--- src/rtl/melody_sequencer_if.sv ---
// Note-queue bus between producers (keypad logic, alarm ROM walker) and the sequencer,
// together with the tone-generator control and status outputs.
interface melody_sequencer_if #(
    parameter int DEPTH = 16
);
    localparam int CNT_W = $clog2(DEPTH) + 1;

    logic             wr_en;
    logic [7:0]       wr_data;
    logic             full;
    logic [CNT_W-1:0] count;
    logic             play;
    logic             flush;
    logic [2:0]       octave;
    logic             nOn;
    logic             busy;
    logic             done;

    modport master (
        output wr_en, wr_data, play, flush,
        input  full, count, octave, nOn, busy, done
    );

    modport slave (
        input  wr_en, wr_data, play, flush,
        output full, count, octave, nOn, busy, done
    );
endinterface

--- src/rtl/melody_sequencer.sv ---
// Queue-driven note sequencer: plays FIFO entries as tones or rests for a number of beats,
// each followed by a silent articulation gap, with play/pause, flush and a drain-done pulse.
module melody_sequencer #(
    parameter int FRQ      = 1_000_000,
    parameter int BEAT_CYC = FRQ / 8,
    parameter int GAP_CYC  = FRQ / 100,
    parameter int DEPTH    = 16
) (
    input logic               clk,
    input logic               nRst,
    melody_sequencer_if.slave bus
);
    localparam int PTR_W = $clog2(DEPTH);
    localparam int CNT_W = PTR_W + 1;
    localparam int MAXC  = (BEAT_CYC > GAP_CYC) ? BEAT_CYC : GAP_CYC;
    localparam int CYC_W = $clog2(MAXC) + 1;

    typedef enum logic [1:0] {IDLE, LOAD, TONE, GAP} state_t;

    logic [7:0]       mem_q [DEPTH];
    logic [PTR_W-1:0] wr_ptr_q, wr_ptr_d;
    logic [PTR_W-1:0] rd_ptr_q, rd_ptr_d;
    logic [CNT_W-1:0] count_q, count_d;

    state_t           state_q;
    logic             rest_q;
    logic [4:0]       beats_q;
    logic [4:0]       beat_cnt_q;
    logic [CYC_W-1:0] cycle_cnt_q;
    logic [2:0]       octave_q;
    logic             non_q;
    logic             done_q;

    logic       full_w;
    logic       push;
    logic       pop;
    logic [7:0] head;

    assign full_w = (count_q == CNT_W'(DEPTH));
    // A pop in the same cycle never frees room for a write while full.
    assign push   = bus.wr_en && !full_w && !bus.flush;
    assign pop    = (state_q == LOAD) && !bus.flush;
    assign head   = mem_q[rd_ptr_q];

    always_comb begin
        wr_ptr_d = wr_ptr_q;
        rd_ptr_d = rd_ptr_q;
        count_d  = count_q;
        if (bus.flush) begin
            wr_ptr_d = '0;
            rd_ptr_d = '0;
            count_d  = '0;
        end else begin
            if (push) wr_ptr_d = wr_ptr_q + PTR_W'(1);
            if (pop)  rd_ptr_d = rd_ptr_q + PTR_W'(1);
            count_d = count_q + CNT_W'(push) - CNT_W'(pop);
        end
    end

    always_ff @(posedge clk) begin
        if (push) mem_q[wr_ptr_q] <= bus.wr_data;
    end

    always_ff @(posedge clk or negedge nRst) begin
        if (!nRst) begin
            wr_ptr_q <= '0;
            rd_ptr_q <= '0;
            count_q  <= '0;
        end else begin
            wr_ptr_q <= wr_ptr_d;
            rd_ptr_q <= rd_ptr_d;
            count_q  <= count_d;
        end
    end

    always_ff @(posedge clk or negedge nRst) begin
        if (!nRst) begin
            state_q     <= IDLE;
            rest_q      <= 1'b0;
            beats_q     <= '0;
            beat_cnt_q  <= '0;
            cycle_cnt_q <= '0;
            octave_q    <= '0;
            non_q       <= 1'b1;
            done_q      <= 1'b0;
        end else begin
            done_q <= 1'b0;
            if (bus.flush) begin
                state_q     <= IDLE;
                beat_cnt_q  <= '0;
                cycle_cnt_q <= '0;
                non_q       <= 1'b1;
            end else begin
                case (state_q)
                    IDLE: begin
                        non_q <= 1'b1;
                        if (bus.play && count_q != '0) state_q <= LOAD;
                    end
                    LOAD: begin
                        rest_q      <= head[7];
                        octave_q    <= head[6:4];
                        beats_q     <= (head[3:0] == 4'd0) ? 5'd16 : {1'b0, head[3:0]};
                        beat_cnt_q  <= '0;
                        cycle_cnt_q <= '0;
                        non_q       <= head[7];
                        state_q     <= TONE;
                    end
                    TONE: begin
                        // Paused: counters hold and the tone is muted until play returns.
                        if (!bus.play) begin
                            non_q <= 1'b1;
                        end else begin
                            non_q <= rest_q;
                            if (cycle_cnt_q == CYC_W'(BEAT_CYC - 1)) begin
                                cycle_cnt_q <= '0;
                                if (beat_cnt_q == beats_q - 5'd1) begin
                                    beat_cnt_q <= '0;
                                    non_q      <= 1'b1;
                                    state_q    <= GAP;
                                end else begin
                                    beat_cnt_q <= beat_cnt_q + 5'd1;
                                end
                            end else begin
                                cycle_cnt_q <= cycle_cnt_q + CYC_W'(1);
                            end
                        end
                    end
                    GAP: begin
                        non_q <= 1'b1;
                        if (cycle_cnt_q == CYC_W'(GAP_CYC - 1)) begin
                            if (count_q == '0) begin
                                cycle_cnt_q <= '0;
                                done_q      <= 1'b1;
                                state_q     <= IDLE;
                            end else if (bus.play) begin
                                cycle_cnt_q <= '0;
                                state_q     <= LOAD;
                            end
                        end else if (bus.play) begin
                            cycle_cnt_q <= cycle_cnt_q + CYC_W'(1);
                        end
                    end
                    default: state_q <= IDLE;
                endcase
            end
        end
    end

    assign bus.full   = full_w;
    assign bus.count  = count_q;
    assign bus.octave = octave_q;
    assign bus.nOn    = non_q;
    assign bus.busy   = (state_q != IDLE);
    assign bus.done   = done_q;
endmodule

--- src/flat_wrapper.sv ---
// flat-port wrapper written by rule: the top's interface ports become plain ports
module melody_sequencer_flat 
#(
    parameter int FRQ      = 1_000_000,
    parameter int BEAT_CYC = FRQ / 8,
    parameter int GAP_CYC  = FRQ / 100,
    parameter int DEPTH    = 16
)
  (clk, nRst, bus_wr_en, bus_wr_data, bus_play, bus_flush, bus_full, bus_count, bus_octave, bus_nOn, bus_busy, bus_done);
  melody_sequencer_if #(.DEPTH(DEPTH)) bus_i ();
  input logic clk;
  input logic nRst;
  input wire logic [$bits(bus_i.wr_en)-1:0] bus_wr_en;
  input wire logic [$bits(bus_i.wr_data)-1:0] bus_wr_data;
  input wire logic [$bits(bus_i.play)-1:0] bus_play;
  input wire logic [$bits(bus_i.flush)-1:0] bus_flush;
  output wire logic [$bits(bus_i.full)-1:0] bus_full;
  output wire logic [$bits(bus_i.count)-1:0] bus_count;
  output wire logic [$bits(bus_i.octave)-1:0] bus_octave;
  output wire logic [$bits(bus_i.nOn)-1:0] bus_nOn;
  output wire logic [$bits(bus_i.busy)-1:0] bus_busy;
  output wire logic [$bits(bus_i.done)-1:0] bus_done;
  assign bus_i.wr_en = bus_wr_en;
  assign bus_i.wr_data = bus_wr_data;
  assign bus_i.play = bus_play;
  assign bus_i.flush = bus_flush;
  assign bus_full = bus_i.full;
  assign bus_count = bus_i.count;
  assign bus_octave = bus_i.octave;
  assign bus_nOn = bus_i.nOn;
  assign bus_busy = bus_i.busy;
  assign bus_done = bus_i.done;
  melody_sequencer #(.FRQ(FRQ), .BEAT_CYC(BEAT_CYC), .GAP_CYC(GAP_CYC), .DEPTH(DEPTH)) u_core (.clk(clk), .nRst(nRst), .bus(bus_i));
endmodule
--- config.mk ---
export PLATFORM = sky130hd
export DESIGN_NAME = melody_sequencer_flat
export DESIGN_NICKNAME = d
export VERILOG_FILES = /design/src/rtl/melody_sequencer_if.sv /design/src/rtl/melody_sequencer.sv /design/src/flat_wrapper.sv
export SDC_FILE = /design/constraint.sdc
export NUM_CORES = 1
export LEC_CHECK = 0
export CAP_MARGIN = 10
export CORE_MARGIN = 2
export CORE_UTILIZATION = 48
export CTS_CLUSTER_DIAMETER = 50
export DETAILED_ROUTE_END_ITERATION = 8
export PLACE_DENSITY = 0.67
export SLEW_MARGIN = 0
export SYNTH_ARGS = -nofsm -noshare
export SYNTH_HDL_FRONTEND = slang
export SYNTH_SLANG_ARGS = --single-unit
--- constraint.sdc ---
create_clock -name clk -period 7 [get_ports clk]
set_input_delay 1.05 -clock clk [delete_from_list [all_inputs] [get_ports clk]]
set_output_delay 1.05 -clock clk [all_outputs]
set_load 0.02 [all_outputs]
-- Word level (Yosys, flattened, before mapping)
Memories as Yosys holds them, arrays and structs flattened.
Cells that the tools add are included.
- register bits: 49
- bits in writable memories: 128
- input bits: 13
- memories: 1
- memories (name ; words ; bits a word ; rd ports ; clocked after Yosys merged registers in ; wr ports ; line ; source):
    u_core.mem_q ; 16 ; 8 ; 1 ; 0 ; 1 ; melody_sequencer.sv:20 ; logic [7:0] mem_q [DEPTH];
- $add $sub $neg: 7
- equality and inequality tests: 14
- mux-type cells: 39
- bitwise operators: 1
- reduce and logical (&&, ||, !) cells: 20
- operators by type and width (kind ; count):
    2-to-1 mux 18 bit ; 7
    one-hot mux 18 bit (3 select lines) ; 1
    2-to-1 mux 5 bit ; 6
    adder 18 x 1 -> 18 bit (second input constant) ; 1
    == test 18 x 14 -> 1 bit (second input constant) ; 1
    == test 18 x 17 -> 1 bit (second input constant) ; 1
    2-to-1 mux 2 bit ; 8
    2-to-1 mux 4 bit ; 4
    inequality test 3 x 2 -> 1 bit (second input constant) ; 4
    2-to-1 mux 1 bit ; 10
    one-hot mux 5 bit (2 select lines) ; 1
    adder 4 x 1 -> 4 bit (second input constant) ; 2
    inequality test 4 x 3 -> 1 bit (second input constant) ; 2
    one-hot mux 2 bit (4 select lines) ; 1
    AND reduction 6 bit ; 1
    nonzero test 2 bit ; 3
    adder 5 x 1 -> 5 bit ; 1
    adder 5 x 1 -> 5 bit (second input constant) ; 1
    == test 5 bit ; 1
    == test 5 bit (second input constant) ; 1
    zero test 5 bit ; 1
    nonzero test 5 bit ; 1
    subtractor 5 x 1 -> 5 bit ; 1
    subtractor 5 x 1 -> 5 bit (second input constant) ; 1
    15 further kinds ; 20

-- Logic depth before layout (Yosys ltp)
Gate-level depths: netlist of the first run.
- depth in word-level cells: 7
- mapped depth: 13

-- Worst setup path after synthesis of the first run
No wires, ideal clock.
- path type: input-to-reg
- start: input port bus_flush
- end: register u_core.count_q[4], in the netlist u_core.bus.count[4]
- setup time: 0.078 ns
- arrival time: 2.931 ns
- data required time: 6.922 ns
- slack: 3.991 ns
- stages: 11
- cells stage by stage: inv_1 > nand2_1 > inv_2 > ha_1 > inv_1 > ha_1 > fa_1 > a21oi_1 > nor2_1 > or3_1 > a21oi_1
- elaborated cells on any way between the ends: 6
- those cells by class: add/sub (2); mux (1); reduce/logical (3)
- RTL lines (what ; line ; source):
    from (decl) ; flat_wrapper.sv:16 ; input wire logic [$bits(bus_i.flush)-1:0] bus_flush;
    zero test 1 bit ; melody_sequencer.sv:42 ; assign pop = (state_q == LOAD) && !bus.flush;
    logical AND 1 bit ; melody_sequencer.sv:42 ;
    via u_core.pop ; melody_sequencer.sv:36 ; logic pop;
    subtractor 5 x 1 -> 5 bit ; melody_sequencer.sv:56 ; count_d = count_q + CNT_W'(push) - CNT_W'(pop);
    2-to-1 mux 5 bit ; melody_sequencer.sv:49 ; if (bus.flush) begin
    via u_core.count_d[4] ; melody_sequencer.sv:23 ; logic [CNT_W-1:0] count_q, count_d;
    to (signal assigned) ; melody_sequencer.sv:72 ; count_q <= count_d;
    to (decl) ; melody_sequencer.sv:23 ;
The timed path passes the listed nets, and every way through them passes these cells.
A chain may end at the register's enable or synchronous reset.

-- Worst setup path after layout of the first run
Same ends and word-level chain as after synthesis.

==> summary.txt, run 1 <==
Synthesis
  • Synth Instances: 519
  • Mux cell area share after synthesis: 11.4%
  • Library cells used by synthesis: 55
  • Post-synthesis xor/xnor area fraction: 1.69%
  • Cell accounting for the most synthesized area: edfxtp_1
  • Post-Synth Adder-Cell Area: 3.15%
  • Syn. warnings: 0
  • Ys async rst share: 27.7%
  • Main combinational cell family by area after synthesis: multiplexers
  • Synthesized area: 7780 um2
  • Seq cells post-synth: 177
  • Most common cell in the netlist: edfxtp_1
  • Synth Flop Type: edfxtp_1
  • Synth Area in Simple Gates: 10.1%
  • Avg Inst Size Synth: 15.0 um2
  • Commonest cells in the synthesized netlist: edfxtp_1 (128), dfrtp_1 (48), nand2_1 (43)
  • Register area share after synthesis: 65.2%
  • Post-Syn Nets: 551
  • Synth area leaders: edfxtp_1 (49%), dfrtp_1 (15%), mux4_2 (10%)
  • Number of synthesized flops with an enable pin: 128
  • Synth top area share: 49.4%
  • Compound-Gate Fraction of Synth Area: 6.67%

Worst hold path
  • Hold path start: u_core.rest_q
  • HP Class: reg -> reg
  • Hold depth: 2
  • Hold EP: u_core.rest_q

Clock tree
  • Post-cts sizing count: 0
  • CTS tree: built
  • Worst-path clk slew: 0.07 ns
  • CTS root buf: clkbuf_16
  • Post-CTS setup buffers: 0
  • H-tree lvl count: 4
  • Clock Sinks: 177
  • CTS Buffer Depth: 2
  • Worst skew pair latency: 0.43 ns
  • Hold_buf cts: 0
  • Cts bufs inserted: 17

STA
  • Final setup fails: 0
  • Worst Skew: 0.00883 ns
  • Period minus WS final: 3.67 ns
  • Setup TNS: 0 ns
  • Slew headroom: 24.6%
  • RSZ-0062 raised after global routing: no
  • Least-Margin Pin Slew: 1.12 ns
  • Tcrit/Tclk final: 52.4%
  • Slew Viols, Final: 0
  • Hold Fails Final Rpt: 0
  • Worst hold slack: 0.482 ns
  • Fmax: 273 MHz

Global route
  • First-pass GRT wire length: 24800 um
  • Largest net degree at the start of global routing: 50
  • Initial antenna violation count: 0
  • Remaining global-route overflow: 0
  • Total track usage: 18.7%
  • Vias in the first global route: 4546

Critical path
  • Largest fanout on the critical path: 24
  • Worst reg-to-reg path cell count: 6
  • CP bufs+invs: 5
  • CP top delay family: buffers and inverters
  • CP cell instances: clkdlybuf4s50_1 > buf_4 > inv_1 > nand2_1 > inv_2 > ha_1 > inv_1 > ha_1 > fa_1 > a21oi_1 > nor2_1 > or3_1 > a21oi_1
  • Critical Path AT: 4.02 ns
  • Crit Path Class: in -> reg
  • Crit-path max cell delay: 0.46 ns
  • R2r endpoint: u_core.cycle_cnt_q[8]
  • Critical Path Start Type: input pin
  • CP required: 7.35 ns
  • R2R setup slack: 3.69 ns
  • Worst r2r src: u_core.cycle_cnt_q[7]
  • CP Depth: 13
  • CP max-delay cell: clkdlybuf4s50_1
  • CP Capture Type: flop

Floorplanning
  • Die height: 131 um
  • Die Wd: 131 um
  • Top-Level Pins: 25
  • Core ar.: 15900 um2
  • Row cnt: 46
  • Die area: 17300 um2
  • Initial Utilization: 49.0%

Routing
  • DR vias: 4437
  • Post-route ant nets: 0
  • Routed WL per cell: 19.3 um
  • Drt pass-1 iters: 5
  • Final wirelength: 15100 um
  • Vias per inst: 5.67
  • # DRC: 0
  • Initial drt markers: 424

Power
  • Cell leakage power: 3.15 nW
  • Worst vdd ir: 191 uV
  • Pwr Density: 327 nW/um2
  • Power, Total: 2.89 mW

Finish
  • Ant diodes: 0
  • Final core occ: 55.7%
  • Layout cell share with drive strength beyond 1: 15.7%
  • Layout area overhead: 13.8%
  • Final Non-Filler Cells: 782
  • Final-stage net count: 585

Placed design
  • Cells after DPL: 750
  • Post-DP HPWL: 9800 um
  • RD Place Congestion: 0.819
  • I/O Buffers: 24

Run status
  • Status: finished, final reports clean

Run
  • Max-Cap Viols: 0
==> layout by cell type (no fill, tap or decap), types with 10 or more instances in the layout <==
cell and n:
ha_1 18, xor2_1 10, nand2_1 43, nand3_1 20, clkbuf_16 17, mux4_2 36, o21ai_0 15, edfxtp_1 128
a22o_1 10, nor3_1 11, clkdlybuf4s50_1 23, nor2_1 39, nor2b_1 10, dfrtp_1 47, inv_1 19
==> where the power goes <==
group	internal [mW]	total [mW]	switching (mW)
Clock	0.473	0.909	0.436
Combinational	0.345	0.739	0.394
Sequential	1.19	1.24	0.0516
Total	2.01	2.89	0.882
==> registers in the layout (all words and copies together), names as in the netlist <==
signal	flops
u_core.wr_ptr_q	4
u_core.cycle_cnt_q	18
u_core.mem_q	128
u_core.beat_cnt_q	5
u_core.bus.count	5
u_core.beats_q	5
u_core.bus.done	1
u_core.bus.nOn	1
u_core.bus.octave	3
u_core.state_q	2
u_core.rd_ptr_q	4
u_core.rest_q	1
==> per-layer routing <==
metal	vias to the layer above	part of all wire [%]	global-route usage, %
met2	118	50	30.4
met5	-	0	0
li1	2056	-	-
met3	18	4.4	3.82
met1	2245	45	25.5
met4	0	1.4	6.46
==> through the flow <==
stage                     cell area (um2)  setup WS [ns]
final                                8850           3.33
after global routing                 8850           3.15
after CTS                            8850           3.36
after global placement               8270           3.05
after detailed placement             8280           2.94
after floorplan                      7780           3.99
==> cells by family after synthesis <==
| kind of cell | after synthesis |
|---|---|
| flip-flops | 177 |
| AND/OR/NAND/NOR | 156 |
| buffers and inverters | 37 |
| adder cells (fa/ha/maj) | 19 |
| multiplexers | 43 |
| XOR/XNOR | 15 |
| AO/OA/AOI/OAI | 72 |
==> area by class of cell <==
class / instances / area, um2
fill: 1248 / 7030
sequential: 177 / 5070
multi-input combinational: 305 / 2570
clock buffer: 17 / 425
timing repair buffer: 32 / 295
tap: 216 / 270
clock inverter: 15 / 149
inverter: 20 / 75.1
==> worst reg2reg max path, cell delays in order, from the launching register on <==
cell     delay [ns]
dfrtp_1        0.45
or4b_1         0.55
nor3_2         0.29
a31oi_1        0.17
o21ai_1        0.90
nor2_1         0.45
a221o_1        0.39
==> worst max-delay path by stage <==
stage	startpoint	end	slack (ns)
2_1_floorplan	bus_flush	u_core.bus.count[4]	3.99
4_1_cts	bus_flush	u_core.bus.count[4]	3.36
3_5_place_dp	bus_flush	u_core.bus.count[4]	2.94
5_1_grt	bus_flush	u_core.bus.count[4]	3.15
3_3_place_gp	bus_flush	u_core.bus.count[4]	3.05
6_report	bus_flush	u_core.bus.count[4]	3.33
No activity file was read; power rests on OpenSTA's default activity.
==> run 2: changes to the inputs <==
- PLACE_DENSITY: 0.67 -> 0.69
- clock period: 7 -> 3.15 ns (I/O delays scaled with it)
==> run 2 against run 1 <==
Effect of this change:
- worst hold slack got worse by 0.017 ns
- first-iteration DRC count decreased by 13%
- via count up 2.2%
- die area is the same
- non-clock buffer count rose by 21
- sequential share of layout area is 1.2 points lower
==> summary.txt, run 2 (same netlist as run 1, synthesis figures left out) <==
Run status
  • Status: finished, final reports clean

STA
  • Slew Viols, Final: 0
  • Slew headroom: 45.1%
  • Hold Fails Final Rpt: 0
  • Worst hold slack: 0.465 ns
  • Tcrit/Tclk final: 86.0%
  • Period minus WS final: 2.71 ns
  • RSZ-0062 raised after global routing: no
  • Final setup fails: 0
  • Final worst setup slack: 0.441 ns
  • Worst Skew: 0.0140 ns
  • Fmax: 369 MHz
  • Setup TNS: 0 ns
  • Least-Margin Pin Slew: 0.821 ns

Run
  • Max-Cap Viols: 0

Global route
  • Total track usage: 18.5%
  • Initial antenna violation count: 0
  • First-pass GRT wire length: 24800 um
  • Remaining global-route overflow: 0
  • Largest net degree at the start of global routing: 50
  • Vias in the first global route: 4739

Clock tree
  • H-tree lvl count: 4
  • Post-cts sizing count: 0
  • Post-CTS setup buffers: 0
  • Cts bufs inserted: 17
  • CTS tree: built
  • Worst skew pair latency: 0.43 ns
  • Worst-path clk slew: 0.07 ns
  • CTS root buf: clkbuf_16
  • Clock Sinks: 177
  • Hold_buf cts: 0
  • CTS Buffer Depth: 2

Power
  • Clock power frac: 31.9%
  • Comb power frac: 25.2%
  • Part of the power in registers: 42.9%
  • P_int: 4.59 mW
  • Pwr Density: 723 nW/um2
  • Switching share of power: 29.8%
  • Cell leakage power: 3.27 nW
  • Worst vdd ir: 407 uV
  • Psw: 1.95 mW

Floorplanning
  • Top-Level Pins: 25
  • Die height: 131 um
  • Core ar.: 15900 um2
  • Initial Utilization: 49.0%
  • Die Wd: 131 um
  • Die area: 17300 um2
  • Row cnt: 46

Placed design
  • I/O Buffers: 24
  • Dpl ws: 0.241 ns
  • RD Place Congestion: 0.852
  • Post-DP HPWL: 10100 um

Finish
  • Biggest register: u_core.mem_q
  • Final-stage net count: 606
  • Ant diodes: 0
  • Commonest non-fill, non-tap cell in the layout: edfxtp_1
  • Layout cell share with drive strength beyond 1: 18.6%
  • Most frequent cells in the layout: edfxtp_1 (128), dfrtp_1 (47), nand2_1 (43)
  • Layout area overhead: 16.3%
  • Seq. cell area: 5070 um2
  • Largest register FFs: 128
  • Fillers: 1268
  • Biggest regs: u_core.mem_q (128), u_core.cycle_cnt_q (18)
  • Multi-input logic area: 2570 um2

Routing
  • Routed WL per cell: 18.6 um
  • Final wirelength: 14900 um
  • Drt pass-1 iters: 5
  • Post-route ant nets: 0
  • Vias per inst: 5.65
  • Initial drt markers: 368
  • DR vias: 4535
  • # DRC: 0

Critical path
  • CP required: 3.52 ns
  • Critical Path Start Type: flop
  • Crit Path Class: reg -> reg
  • Critical Path AT: 3.08 ns
  • Largest fanout on the critical path: 4
  • CP Capture Type: flop

Worst hold path
  • HP Class: reg -> reg
-- run 2: power by group through the flow --
stage	logic, mW	clock network [mW]	registers (mW)
after floorplan	1.13	0	2.84
after CTS	1.66	2.12	2.81
after global placement	1.60	0	2.85
final	1.65	2.08	2.81
after detailed placement	1.64	0	2.86
after global routing	1.81	2.22	2.84
-- run 2: worst paths after layout --
path                                           from               endpoint  slack [ns]  cells after the start
worst min-delay path                  u_core.rest_q          u_core.rest_q        0.47                      2
min in group asynchronous                      nRst  u_core.cycle_cnt_q[7]        0.51                      2
worst min register to register        u_core.rest_q          u_core.rest_q        0.47                      2
max in group asynchronous                      nRst     u_core.rd_ptr_q[0]        2.11                      3
worst max register to register  u_core.bus.count[3]      u_core.state_q[0]        0.44                      8
worst max-delay path            u_core.bus.count[3]      u_core.state_q[0]        0.44                      8
-- run 2: worst max-delay path: stages (launching register included) --
cell       delay (ns)
dfrtp_1          0.41
inv_1            0.10
ha_1             0.15
or4b_1           0.54
a21oi_1          0.25
nor2_1           0.06
or4_4            0.56
a2111oi_0        0.40
a221o_1          0.18
-- run 2: metrics by stage --
step	total power, mW	utilization [%]	cells	cell area, um2
2_1_floorplan	3.98	-	519	7780
6_report	6.54	57.0	803	9050
3_5_place_dp	4.51	53.0	769	8420
3_3_place_gp	4.45	53.0	769	8420
5_1_grt	6.87	57.0	803	9050
4_1_cts	6.59	56.8	801	9020
-- run 2: cell type report --
class,instances,share of cell area [%]
clock buffers,18,4.74
well taps,216,2.99
multi-input cells,305,28.4
flip-flops and latches,177,56.0
repair buffers,53,5.17
clock inverters,14,1.85
inverters,20,0.830
-- run 2: per-layer routing --
metal,up-vias,GRT usage [%],share of wire [%]
met3,17,4.48,3.6
li1,2106,-,-
met1,2313,24.5,44
met4,0,5.43,1.2
met2,99,30.8,51
met5,-,0,0
